[config.mk]
export PLATFORM = sky130hd
export DESIGN_NAME = vc_input_unit
export DESIGN_NICKNAME = d
export VERILOG_FILES = /design/src/rtl/vc_input_unit.sv
export SDC_FILE = /design/constraint.sdc
export NUM_CORES = 1
export LEC_CHECK = 0
export CORE_MARGIN = 2
export CORE_UTILIZATION = 41
export DETAILED_ROUTE_END_ITERATION = 7
export PLACE_DENSITY_LB_ADDON = 0.12
export SLEW_MARGIN = 20
export SYNTH_ARGS = -nofsm -noshare
export SYNTH_HDL_FRONTEND = slang
export SYNTH_SLANG_ARGS = --single-unit
[constraint.sdc]
create_clock -name clk -period 11.5 [get_ports clk]
set_input_delay 1.725 -clock clk [delete_from_list [all_inputs] [get_ports clk]]
set_output_delay 1.725 -clock clk [all_outputs]
set_load 0.005 [all_outputs]
[src/rtl/vc_input_unit.sv]
// vc_input_unit: per-VC flit buffering and packet state tracking for one router input port.
// Each VC owns a FIFO and walks IDLE -> ROUTING -> WAITING -> ACTIVE (<-> CREDITS) per packet.
module vc_input_unit #(
  parameter int FLIT_SIZE = 32,
  parameter int NUM_VC    = 4,
  parameter int VC_DEPTH  = 8,
  parameter int OVC_W     = 2,
  localparam int VCW      = (NUM_VC > 1) ? $clog2(NUM_VC) : 1,
  localparam int PW       = $clog2(VC_DEPTH) + 1
) (
  input  logic                        clk,
  input  logic                        rst,
  input  logic [FLIT_SIZE-1:0]        flit_in,
  input  logic                        valid_in,
  input  logic [VCW-1:0]              vc_in,
  input  logic                        route_ack_valid,
  input  logic [VCW-1:0]              route_ack_vc,
  input  logic [2:0]                  route_ack_port,
  input  logic                        va_grant_valid,
  input  logic [VCW-1:0]              va_grant_vc,
  input  logic [OVC_W-1:0]            va_grant_ovc,
  input  logic [NUM_VC-1:0]           credit_ok,
  input  logic [NUM_VC-1:0]           sw_grant,
  output logic [NUM_VC*FLIT_SIZE-1:0] head_flat,
  output logic [NUM_VC-1:0]           route_req,
  output logic [NUM_VC-1:0]           va_req,
  output logic [NUM_VC-1:0]           sw_req,
  output logic [FLIT_SIZE-1:0]        flit_out,
  output logic                        flit_out_valid,
  output logic [2:0]                  flit_out_port,
  output logic [OVC_W-1:0]            flit_out_ovc,
  output logic                        credit_out_valid,
  output logic [VCW-1:0]              credit_out_vc,
  output logic [NUM_VC*3-1:0]         G_flat,
  output logic [NUM_VC*3-1:0]         R_flat,
  output logic [NUM_VC*OVC_W-1:0]     O_flat,
  output logic [NUM_VC*PW-1:0]        P_flat,
  output logic                        err
);

  localparam int AW = $clog2(VC_DEPTH);

  localparam logic [1:0] FT_HEAD   = 2'b00;
  localparam logic [1:0] FT_TAIL   = 2'b10;
  localparam logic [1:0] FT_SINGLE = 2'b11;

  typedef enum logic [2:0] {
    G_IDLE    = 3'd0,
    G_ROUTING = 3'd1,
    G_WAITING = 3'd2,
    G_ACTIVE  = 3'd3,
    G_CREDITS = 3'd4
  } vc_state_e;

  logic [FLIT_SIZE-1:0] mem_q    [NUM_VC][VC_DEPTH];
  logic [FLIT_SIZE-1:0] mem_d    [NUM_VC][VC_DEPTH];
  logic [AW-1:0]        rd_ptr_q [NUM_VC];
  logic [AW-1:0]        rd_ptr_d [NUM_VC];
  logic [AW-1:0]        wr_ptr_q [NUM_VC];
  logic [AW-1:0]        wr_ptr_d [NUM_VC];
  logic [PW-1:0]        count_q  [NUM_VC];
  logic [PW-1:0]        count_d  [NUM_VC];
  vc_state_e            state_q  [NUM_VC];
  vc_state_e            state_d  [NUM_VC];
  logic [2:0]           route_q  [NUM_VC];
  logic [2:0]           route_d  [NUM_VC];
  logic [OVC_W-1:0]     ovc_q    [NUM_VC];
  logic [OVC_W-1:0]     ovc_d    [NUM_VC];

  logic [FLIT_SIZE-1:0] flit_out_q, flit_out_d;
  logic                 flit_out_valid_q, flit_out_valid_d;
  logic [2:0]           flit_out_port_q, flit_out_port_d;
  logic [OVC_W-1:0]     flit_out_ovc_q, flit_out_ovc_d;
  logic                 credit_out_valid_q, credit_out_valid_d;
  logic [VCW-1:0]       credit_out_vc_q, credit_out_vc_d;
  logic                 err_q, err_d;

  logic [FLIT_SIZE-1:0] front [NUM_VC];
  logic [1:0]           front_type [NUM_VC];
  logic [NUM_VC-1:0]    empty;
  logic [NUM_VC-1:0]    full;
  logic [NUM_VC-1:0]    wr_en;
  logic [NUM_VC-1:0]    deq;
  logic                 win_valid;
  logic [VCW-1:0]       win_vc;

  // FIFO status, request outputs and the flattened per-VC views, all straight from the registers.
  always_comb begin
    head_flat = '0;
    G_flat    = '0;
    R_flat    = '0;
    O_flat    = '0;
    P_flat    = '0;
    route_req = '0;
    va_req    = '0;
    sw_req    = '0;
    empty     = '0;
    full      = '0;
    for (int v = 0; v < NUM_VC; v++) begin
      front[v]      = mem_q[v][rd_ptr_q[v]];
      front_type[v] = front[v][FLIT_SIZE-1 -: 2];
      empty[v]      = (count_q[v] == '0);
      full[v]       = (count_q[v] == PW'(VC_DEPTH));
      route_req[v]  = (state_q[v] == G_ROUTING);
      va_req[v]     = (state_q[v] == G_WAITING);
      sw_req[v]     = (state_q[v] == G_ACTIVE) && !empty[v] && credit_ok[v];
      head_flat[v*FLIT_SIZE +: FLIT_SIZE] = front[v];
      G_flat[v*3 +: 3]         = state_q[v];
      R_flat[v*3 +: 3]         = route_q[v];
      O_flat[v*OVC_W +: OVC_W] = ovc_q[v];
      P_flat[v*PW +: PW]       = PW'(VC_DEPTH) - count_q[v];
    end
  end

  // Fixed-priority switch winner: lowest VC that both requests and is granted.
  always_comb begin
    win_valid = 1'b0;
    win_vc    = '0;
    for (int v = NUM_VC - 1; v >= 0; v--) begin
      if (sw_req[v] && sw_grant[v]) begin
        win_valid = 1'b1;
        win_vc    = VCW'(v);
      end
    end
  end

  // Per-VC state transitions, FIFO write/dequeue bookkeeping and the registered output flit.
  always_comb begin
    mem_d              = mem_q;
    rd_ptr_d           = rd_ptr_q;
    wr_ptr_d           = wr_ptr_q;
    count_d            = count_q;
    state_d            = state_q;
    route_d            = route_q;
    ovc_d              = ovc_q;
    err_d              = err_q;
    flit_out_d         = flit_out_q;
    flit_out_port_d    = flit_out_port_q;
    flit_out_ovc_d     = flit_out_ovc_q;
    credit_out_vc_d    = credit_out_vc_q;
    flit_out_valid_d   = 1'b0;
    credit_out_valid_d = 1'b0;
    wr_en              = '0;
    deq                = '0;
    for (int v = 0; v < NUM_VC; v++) begin
      case (state_q[v])
        G_IDLE: begin
          if (!empty[v]) begin
            if (front_type[v] == FT_HEAD || front_type[v] == FT_SINGLE) begin
              state_d[v] = G_ROUTING;
            end else begin
              deq[v] = 1'b1;
              err_d  = 1'b1;
            end
          end
        end
        G_ROUTING: begin
          if (route_ack_valid && route_ack_vc == VCW'(v)) begin
            route_d[v] = route_ack_port;
            state_d[v] = G_WAITING;
          end
        end
        G_WAITING: begin
          if (va_grant_valid && va_grant_vc == VCW'(v)) begin
            ovc_d[v]   = va_grant_ovc;
            state_d[v] = G_ACTIVE;
          end
        end
        G_ACTIVE: begin
          if (win_valid && win_vc == VCW'(v)) begin
            deq[v]             = 1'b1;
            flit_out_d         = front[v];
            flit_out_valid_d   = 1'b1;
            flit_out_port_d    = route_q[v];
            flit_out_ovc_d     = ovc_q[v];
            credit_out_valid_d = 1'b1;
            credit_out_vc_d    = VCW'(v);
            if (front_type[v] == FT_TAIL || front_type[v] == FT_SINGLE) begin
              state_d[v] = G_IDLE;
              route_d[v] = '0;
              ovc_d[v]   = '0;
            end
          end else if (!empty[v] && !credit_ok[v]) begin
            state_d[v] = G_CREDITS;
          end
        end
        G_CREDITS: begin
          if (credit_ok[v]) begin
            state_d[v] = G_ACTIVE;
          end
        end
        default: begin
          state_d[v] = G_IDLE;
        end
      endcase

      if (valid_in && vc_in == VCW'(v)) begin
        if (full[v]) begin
          err_d = 1'b1;
        end else begin
          wr_en[v] = 1'b1;
          mem_d[v][wr_ptr_q[v]] = flit_in;
          wr_ptr_d[v] = wr_ptr_q[v] + AW'(1);
        end
      end

      if (deq[v]) begin
        rd_ptr_d[v] = rd_ptr_q[v] + AW'(1);
      end

      case ({wr_en[v], deq[v]})
        2'b10:   count_d[v] = count_q[v] + PW'(1);
        2'b01:   count_d[v] = count_q[v] - PW'(1);
        default: count_d[v] = count_q[v];
      endcase
    end
  end

  // Control and output registers; reset empties every FIFO and idles every VC at once.
  always_ff @(posedge clk or negedge rst) begin
    if (!rst) begin
      for (int v = 0; v < NUM_VC; v++) begin
        rd_ptr_q[v] <= '0;
        wr_ptr_q[v] <= '0;
        count_q[v]  <= '0;
        state_q[v]  <= G_IDLE;
        route_q[v]  <= '0;
        ovc_q[v]    <= '0;
      end
      flit_out_q         <= '0;
      flit_out_valid_q   <= 1'b0;
      flit_out_port_q    <= '0;
      flit_out_ovc_q     <= '0;
      credit_out_valid_q <= 1'b0;
      credit_out_vc_q    <= '0;
      err_q              <= 1'b0;
    end else begin
      rd_ptr_q           <= rd_ptr_d;
      wr_ptr_q           <= wr_ptr_d;
      count_q            <= count_d;
      state_q            <= state_d;
      route_q            <= route_d;
      ovc_q              <= ovc_d;
      flit_out_q         <= flit_out_d;
      flit_out_valid_q   <= flit_out_valid_d;
      flit_out_port_q    <= flit_out_port_d;
      flit_out_ovc_q     <= flit_out_ovc_d;
      credit_out_valid_q <= credit_out_valid_d;
      credit_out_vc_q    <= credit_out_vc_d;
      err_q              <= err_d;
    end
  end

  // FIFO storage; contents need no reset because the counts and pointers define what is valid.
  always_ff @(posedge clk) begin
    mem_q <= mem_d;
  end

  assign flit_out         = flit_out_q;
  assign flit_out_valid   = flit_out_valid_q;
  assign flit_out_port    = flit_out_port_q;
  assign flit_out_ovc     = flit_out_ovc_q;
  assign credit_out_valid = credit_out_valid_q;
  assign credit_out_vc    = credit_out_vc_q;
  assign err              = err_q;

endmodule
==> results of run 1 <==
==> cell type report <==
type / instances / area, sq um / share of cell area (%)
clock buffer: 146 / 3090 / 5.73
inverter: 35 / 131 / 0.244
clock inverter: 65 / 624 / 1.16
sequential: 1137 / 33600 / 62.3
timing repair buffer: 349 / 3320 / 6.15
tap: 1476 / 1850 / 3.42
multi-input combinational: 968 / 11300 / 21.0
==> registers in the layout (all words and copies together), names as in the netlist <==
signal            cells
G_flat               12
O_flat                8
R_flat               12
count_q              16
credit_out_valid      1
credit_out_vc         2
err                   1
flit_out             32
flit_out_ovc          2
flit_out_port         3
mem_q              1024
rd_ptr_q             12
wr_ptr_q             12
==> worst register-to-register path: cells and delay by family (launching register included) <==
kind,cells,cell delay (ns)
compound gates,3,0.51
simple gates,3,0.38
flops,1,0.72
xor+xnor,2,0.28
buf+inv,1,0.83
fa+ha+maj,3,0.88
mux,2,0.99
==> logic make-up after synthesis <==
| family | count (synthesis) | share of synthesized area, % |
|---|---|---|
| buffers and inverters | 155 | 1.47 |
| XOR/XNOR | 39 | 0.754 |
| adder cells (fa/ha/maj) | 36 | 1.06 |
| AND/OR/NAND/NOR | 304 | 3.45 |
| AO/OA/AOI/OAI | 186 | 2.85 |
| multiplexers | 403 | 16.3 |
| flip-flops | 1137 | 74.1 |
==> cells in the mapped netlist (9+ instances only) <==
| cell | instances | area share (%) |
|---|---|---|
| edfxtp_1 | 1024 | 68 |
| inv_1 | 35 | 0.29 |
| mux4_2 | 256 | 13 |
| buf_2 | 42 | 0.46 |
| o311ai_0 | 11 | 0.21 |
| a41oi_1 | 21 | 0.41 |
| xor2_1 | 18 | 0.35 |
| xnor2_1 | 21 | 0.41 |
| nor3b_1 | 10 | 0.17 |
| mux2i_1 | 12 | 0.27 |
| nor2_1 | 66 | 0.55 |
| o22ai_1 | 23 | 0.32 |
| o21ai_0 | 45 | 0.50 |
| nand2_1 | 111 | 0.92 |
| dfrtp_1 | 113 | 6.2 |
| nor3_1 | 22 | 0.24 |
| a21o_1 | 9 | 0.15 |
| ha_1 | 32 | 0.88 |
| nand2b_1 | 17 | 0.23 |
| clkbuf_1 | 65 | 0.54 |
| a21oi_1 | 20 | 0.22 |
| a211oi_1 | 14 | 0.23 |
| and3_1 | 17 | 0.23 |
| mux2_2 | 133 | 3.3 |
==> power breakdown <==
| part | internal (W) | switching (W) | total [W] | leakage, nW |
|---|---|---|---|---|
| Combinational | 0.00254 | 0.00245 | 0.00499 | 5.14 |
| Sequential | 0.00486 | 0.000393 | 0.00526 | 10.6 |
| Clock | 0.00214 | 0.00156 | 0.00370 | 1.82 |
| Total | 0.00954 | 0.00440 | 0.0139 | 17.5 |
==> metrics by stage <==
step / cell area [sq um] / cells / util [%]
floorplan: 45300 / 2260 / -
global placement: 50200 / 3960 / 45.9
detailed placement: 50300 / 3965 / 46.0
CTS: 54000 / 4176 / 49.4
global route: 53900 / 4176 / 49.3
finish: 53900 / 4176 / 49.3
==> routing by layer <==
| layer | vias up | global-route usage, % |
|---|---|---|
| met5 | - | 0 |
| met4 | 2 | 6.56 |
| met3 | 150 | 3.62 |
| met2 | 810 | 34.3 |
| met1 | 12600 | 29.0 |
| li1 | 9950 | - |
==> worst paths after layout <==
check / from / endpoint / slack, ns / depth (start not counted)
worst min-delay path: err / err / 0.51 / 2
worst max-delay path: rd_ptr_q[0] / head_flat[126] / 5.95 / 5
worst max register to register: rd_ptr_q[0] / count_q[3] / 6.80 / 14
worst min register to register: err / err / 0.51 / 2
max in group asynchronous: rst / rd_ptr_q[7] / 9.09 / 2
min in group asynchronous: rst / count_q[4] / 1.02 / 1
==> flow_summary.json, run 1 <==
{
  "cts_sinks": 1137,
  "antenna_found_initial": 2,
  "rsz0062_at_grt": "false",
  "ys_types": 68,
  "required_ns": 9.78,
  "drt_iter0_markers": 2043,
  "synth_edf_count": 1024,
  "drtAntennaViolNets": 0,
  "slew_viol_final": 0,
  "die_area_sq_mm": 0.113,
  "grt_start_max_net_pins": 67,
  "hold_viol": 0,
  "layout_common_cells": "edfxtp_1, clkdlybuf4s50_1, mux4_2, mux2_2, clkbuf_16",
  "rows": 121,
  "hp-class": "flop to flop",
  "via_per_inst": 5.64,
  "numCtsBuffers": 118,
  "ctsHoldBuffers": 0,
  "cts_max_path_buffers": 3,
  "cap_violations": 0,
  "worstSetupPathType": "flop to output pin",
  "final_common_cell": "edfxtp_1",
  "core_sq_mm": 0.109,
  "wl_mm": 118,
  "syn_inst": 2260,
  "overflow": 0,
  "hpwl_mm": 75.9,
  "postCtsSetupBuffers": 0,
  "root_buffer": "clkbuf_16",
  "firstDrtPassIters": 5,
  "cp_slowest_stage_delay_ns": 0.80,
  "track_usage_pct": 21.0,
  "cts_resized": 0,
  "period_share_pct": 48.2,
  "die_x_um": 336,
  "crit_chain": "buf_4 -> mux4_2 -> mux2i_1 -> inv_1 -> clkdlybuf4s50_1",
  "leakagePower_nw": 17.5,
  "irDropWorstVdd_mv": 0.155,
  "power_density_mw_per_mm2": 259,
  "worst_pin_slew_ns": 1.07,
  "syn_to_final_growth_pct": 19.0,
  "io_pins": 286,
  "io_buffers": 285,
  "timing.critical_path.buf_inv": 3,
  "met3_length_mm": 7.43,
  "setup_tns_ns": 0,
  "total_power_w": 0.0139,
  "drc_errors": 0,
  "grt_first_pass_wirelength_mm": 171,
  "syn_area_per_cell_sq_um": 20.1,
  "cp-start-kind": "flop",
  "vias": 23600,
  "whs_ns": 0.511,
  "syn-cell-area_sq_mm": 0.0453,
  "wirelength_met1_mm": 50.4,
  "slowest_stage": "buf_4",
  "fmax_mhz": 180,
  "status": "complete, no violations",
  "fin_ws_ns": 5.95,
  "critPathMaxFanout": 44,
  "fin_crit_ns": 5.55,
  "highest_layer": "met5",
  "setup_viol": 0,
  "h-tree-depth": 3,
  "slew_headroom_pct": 28.4,
  "critPathTopFamily": "buffers and inverters",
  "die_h_um": 336,
  "drive_above_1_share_pct": 25.9,
  "routedWlPerCell_um": 28.4,
  "finClkSkew_ns": 0.0307,
  "cts_tree": "built",
  "fillerInstances": 8993,
  "clk_pin_slew_ns": 0.07,
  "worstPathArrival_ns": 3.82,
  "ys_ff_latch": 1137,
  "insertion_delay_ns": 0.69,
  "diodes": 0,
  "ys.flop_type": "edfxtp_1",
  "initial_utilization_pct": 41.5,
  "synth_seq_area_share_pct": 74.1,
  "ys_warn_count": 0,
  "end_kind": "output pin",
  "synth_nets": 2352,
  "layout.nets": 2701,
  "pre_cts_slack_ns": 6.52,
  "first_global_vias": 24300,
  "route.met2.wl_mm": 57.3,
  "async_reset_ff_share_pct": 9.94,
  "place_congestion": 0.892
}
(Power assumes the default switching activity.)
==> inputs of run 2 (changes only) <==
Clock period 11.5 ns to 4.7 ns, I/O delays scaled along.
==> run 2 against run 1 <==
  * Die area unchanged
  * Routed wire length is 1.3% higher
  * Combinational power rose by 150%
  * First-iteration DRC count decreased by 18%
  * Largest power group unchanged
  * Setup slack lost 5.6 ns
  * Sequential share of layout area fell by 0.12 points
  * Power rose by 150%
  * Final area increased by 0.20%
  * Worst hold slack lost 0.43 ns
  * Clock skew fell by 0.0042 ns
==> flow_summary.json, run 2 (same netlist as run 1, synthesis figures left out) <==
{
  "worst_pin_slew_ns": 1.04,
  "syn_to_final_growth_pct": 19.2,
  "hp-class": "input pin to async pin",
  "worstSetupPathType": "flop to output pin",
  "insertion_delay_ns": 0.71,
  "first_global_vias": 24400,
  "numCtsBuffers": 118,
  "postCtsSetupBuffers": 0,
  "vias": 23300,
  "hpwl_mm": 76.2,
  "irDropWorstVdd_mv": 0.438,
  "initial_utilization_pct": 41.5,
  "drc_errors": 0,
  "status": "complete, no violations",
  "ctsHoldBuffers": 0,
  "leakagePower_nw": 17.6,
  "regMostFlops": "mem_q",
  "root_buffer": "clkbuf_16",
  "fmax_mhz": 231,
  "diodes": 0,
  "slew_viol_final": 0,
  "end_kind": "output pin",
  "grt_start_max_net_pins": 87,
  "setup_tns_ns": 0,
  "die_x_um": 336,
  "drive_above_1_share_pct": 26.8,
  "fin_area_sq_mm": 0.0540,
  "required_ns": 3.99,
  "wl_mm": 120,
  "p_comb_share_pct": 35.9,
  "period_share_pct": 92.2,
  "routedWlPerCell_um": 28.6,
  "place_congestion": 0.886,
  "cp-start-kind": "flop",
  "largest_reg_flops": 1024,
  "via_per_inst": 5.56,
  "drtAntennaViolNets": 0,
  "cts_max_path_buffers": 3,
  "grt_first_pass_wirelength_mm": 173,
  "critPathMaxFanout": 30,
  "io_pins": 286,
  "overflow": 0,
  "cts_sinks": 1137,
  "slew_headroom_pct": 30.7,
  "p_int_w": 0.0235,
  "layout_common_cells": "edfxtp_1, mux4_2, clkdlybuf4s50_1, mux2_2, clkbuf_16",
  "h-tree-depth": 3,
  "worstPathArrival_ns": 3.63,
  "die_area_sq_mm": 0.113,
  "cap_violations": 0,
  "firstDrtPassIters": 4,
  "clk_pin_slew_ns": 0.06,
  "seqPwrFrac_pct": 37.2,
  "antenna_found_initial": 1,
  "hold_viol": 0,
  "switching_share_pct": 31.4,
  "track_usage_pct": 21.3,
  "p_clk_share_pct": 26.9,
  "core_sq_mm": 0.109,
  "io_buffers": 285,
  "drt_iter0_markers": 1673,
  "final_common_cell": "edfxtp_1",
  "dpl_cell_area_sq_mm": 0.0503,
  "rows": 121,
  "setup_viol": 0,
  "layout.nets": 2702,
  "rsz0062_at_grt": "false",
  "p_sw_w": 0.0108,
  "power_density_mw_per_mm2": 634,
  "finClkSkew_ns": 0.0265,
  "die_h_um": 336,
  "cts_tree": "built",
  "fin_crit_ns": 4.33
}
==> run 2: cell types whose count changed in the layout (fill, tap and decap cells not counted), sizes merged <==
cell | previous run | this run
clkinv | 48 | 47
bufinv | 11 | 7
clkbuf | 146 | 162
buf | 86 | 97
clkinvlp | 3 | 7
clkdlybuf4s50 | 263 | 253
==> run 2: metrics by stage <==
stage	setup WS [ns]	hold slack [ns]	cells	utilization (%)	power [W]
6_report	0.366	0.0790	4192	49.4	0.0343
5_1_grt	0.108	0.115	4192	49.4	0.0359
4_1_cts	0.0790	0.108	4191	49.5	0.0347
3_5_place_dp	-0.0545	0.507	3965	46.0	0.0254
3_3_place_gp	-0.00369	0.498	3965	46.0	0.0253
2_1_floorplan	0.487	0.409	2260	-	0.0193
==> run 2: worst max-delay path, stage by stage (launching register included) <==
cell and delay (ns):
dfrtp_4 0.62, buf_6 0.44, buf_6 0.40, mux4_2 0.55, mux2_2 0.29, clkdlybuf4s50_1 0.59
==> run 2: metal layers <==
layer | track usage, % | part of all wire (%)
met2 | 35.0 | 49
met1 | 28.6 | 42
met5 | 0 | 0
met4 | 7.18 | 3.4
met3 | 4.23 | 5.6
==> run 2: what timing repair did <==
action / CTS / global route
resized for setup: 2 / 2
cloned: 0 / 0
setup endpoints to repair: 5 / 14
==> run 2: power groups by stage <==
stage	Combinational (W)	Clock (W)	Sequential, W
2_1_floorplan	0.00681	0	0.0125
3_3_place_gp	0.0123	0	0.0129
3_5_place_dp	0.0125	0	0.0129
4_1_cts	0.0125	0.00944	0.0127
5_1_grt	0.0132	0.00983	0.0129
6_report	0.0123	0.00922	0.0127
==> run 2: path summary, 6_finish.rpt <==
| kind | startpoint | endpoint | slack, ns | cells past startpoint |
|---|---|---|---|---|
| max | rd_ptr_q[10] | head_flat[25] | 0.37 | 5 |
| min | rst | count_q[5] | 0.08 | 1 |
| max reg2reg | rd_ptr_q[4] | count_q[7] | 0.46 | 14 |
| min reg2reg | wr_ptr_q[6] | wr_ptr_q[6] | 0.52 | 1 |
| max in group asynchronous | rst | rd_ptr_q[10] | 3.48 | 2 |
| min in group clk | wr_ptr_q[6] | wr_ptr_q[6] | 0.52 | 1 |
==> run 2: area by class of cell <==
type,count,area [sq um]
well taps,1476,1850
clock inverters,64,571
inverters,35,131
flip-flops and latches,1137,33600
fillers,9019,55300
clock buffers,162,3310
repair buffers,350,3260
multi-input cells,968,11300
==> inputs of run 3 (changes only) <==
Settings changed: SLEW_MARGIN 20 to 5.
==> run 3 against run 2 <==
  * Critical path depth fell by 1
  * Final cell count barely moved
  * Combinational power barely moved
  * Flip-flop and latch count did not move
  * Via count rose by 0.10%
  * Final area fell by 0.11%
  * Maximum frequency fell by 1.2%
==> flow_summary.json, run 3 (same netlist as run 1, synthesis figures left out) <==
{
  "p_int_w": 0.0232,
  "hp-class": "input pin to async pin",
  "firstDrtPassIters": 5,
  "utilization_pct": 49.4,
  "pre_cts_slack_ns": -0.0398,
  "die_h_um": 336,
  "end_kind": "output pin",
  "drive_above_1_share_pct": 25.1,
  "regToRegSetupSlack_ns": 0.43,
  "postCtsSetupBuffers": 0,
  "grt_start_max_net_pins": 87,
  "rows": 121,
  "worstSetupPathType": "flop to output pin",
  "cts_max_path_buffers": 3,
  "status": "complete, no violations",
  "regMostFlops": "mem_q",
  "overflow": 0,
  "drtAntennaViolNets": 0,
  "irDropWorstVdd_mv": 0.370,
  "layout.nets": 2701,
  "use_met2_pct": 35.5,
  "worst_pin_slew_ns": 1.24,
  "vias": 23300,
  "ctsHoldBuffers": 0,
  "io_buffers": 285,
  "required_ns": 3.99,
  "slowest_stage": "buf_4",
  "syn_to_final_growth_pct": 19.1,
  "cp-start-kind": "flop",
  "layout_common_cells": "edfxtp_1, clkdlybuf4s50_1, mux4_2, mux2_2, clkbuf_16",
  "cp_slowest_stage_delay_ns": 0.83,
  "switching_share_pct": 31.6,
  "reg2reg_to": "count_q[7]",
  "power_density_mw_per_mm2": 628,
  "r2r-start": "rd_ptr_q[4]",
  "use_met1_pct": 28.7,
  "finClkSkew_ns": 0.0438,
  "wl_mm": 120,
  "crit_chain": "buf_4 -> mux4_2 -> mux2_2 -> clkdlybuf4s50_1",
  "via_per_inst": 5.57,
  "io_pins": 286,
  "routedWlPerCell_um": 28.6,
  "hold_viol": 0,
  "drc_errors": 0,
  "reg2regPathDepth": 14,
  "grt-busiest-layer": "met2",
  "slew_headroom_pct": 16.8,
  "timing.critical_path.buf_inv": 2,
  "cts_tree": "built",
  "drt_iter0_markers": 1759,
  "total_power_w": 0.0339,
  "cap_violations": 0,
  "insertion_delay_ns": 0.71,
  "leakagePower_nw": 17.5,
  "fin_crit_ns": 4.39,
  "cts_sinks": 1137,
  "h-tree-depth": 3,
  "grt_first_pass_wirelength_mm": 174,
  "core_sq_mm": 0.109,
  "first_global_vias": 24500,
  "period_share_pct": 93.3,
  "cp.depth": 4,
  "largest_reg_flops": 1024,
  "numCtsBuffers": 118,
  "fin_ws_ns": 0.313,
  "seqPwrFrac_pct": 37.6,
  "die_area_sq_mm": 0.113,
  "antenna_found_initial": 0,
  "clk_pin_slew_ns": 0.06,
  "critPathMaxFanout": 48,
  "track_usage_pct": 21.4,
  "root_buffer": "clkbuf_16",
  "fmax_mhz": 228,
  "critPathTopFamily": "buffers and inverters",
  "initial_utilization_pct": 41.5,
  "p_clk_share_pct": 26.3,
  "rsz0062_at_grt": "false",
  "final_common_cell": "edfxtp_1",
  "setup_viol": 0,
  "place_congestion": 0.886,
  "grtUsageMet3_pct": 4.31,
  "p_comb_share_pct": 36.1,
  "hpwl_mm": 75.9,
  "p_sw_w": 0.0107,
  "die_x_um": 336,
  "worstPathArrival_ns": 3.68,
  "slew_viol_final": 0
}
==> run 3: routing by layer <==
| layer | vias up | part of all wire, % |
|---|---|---|
| met2 | 659 | 49 |
| met3 | 161 | 5.9 |
| met5 | - | 0 |
| met1 | 12600 | 42 |
| li1 | 9961 | - |
| met4 | 0 | 2.8 |
==> run 3: power by group through the flow <==
stage | logic [W] | registers, W | clock network, W
after floorplan | 0.00681 | 0.0125 | 0
after global placement | 0.0123 | 0.0129 | 0
after global routing | 0.0132 | 0.0129 | 0.00951
after CTS | 0.0125 | 0.0128 | 0.00911
final | 0.0123 | 0.0128 | 0.00890
after detailed placement | 0.0125 | 0.0130 | 0
==> run 3: how the worst max path moves through the flow <==
stage / startpoint / end / slack, ns
CTS: rd_ptr_q[4] / head_flat[75] / 0.08
global placement: rd_ptr_q[4] / count_q[7] / -0.004
detailed placement: rd_ptr_q[4] / count_q[7] / -0.04
finish: rd_ptr_q[7] / head_flat[43] / 0.31
floorplan: valid_in / mem_q[1000] / 0.49
global route: rd_ptr_q[7] / head_flat[32] / 0.01
==> run 3: worst register-to-register path, delay by kind of cell, from the launching register on <==
| kind | cells | cell delay [ns] |
|---|---|---|
| AND/OR/NAND/NOR | 4 | 1.08 |
| multiplexers | 2 | 1.08 |
| XOR/XNOR | 2 | 0.28 |
| AO/OA/AOI/OAI | 2 | 0.34 |
| flip-flops | 1 | 0.49 |
| buffers and inverters | 1 | 0.10 |
| adder cells (fa/ha/maj) | 3 | 0.78 |
==> run 3: area by class of cell <==
type	instances	area (sq um)
clock inverter	65	497
clock buffer	159	3200
sequential	1137	33600
inverter	35	131
antenna	1	2.50
timing repair buffer	349	3380
tap	1476	1850
multi-input combinational	968	11300
fill	9036	55300
==> run 3: metrics by stage <==
step                      setup TNS, ns  instance area [sq um]  std cells  hold slack, ns
after floorplan                       0                  45300       2260           0.409
after global placement         -0.00369                  50300       3965           0.498
after detailed placement        -0.0398                  50300       3965           0.505
after CTS                             0                  54000       4189           0.119
after global routing                  0                  54000       4189           0.140
final                                 0                  54000       4190           0.108
==> run 3: what timing repair did <==
action,in CTS,in global routing
hold endpoints to repair,0,0
gates resized for setup,2,2
setup endpoints to repair,5,14
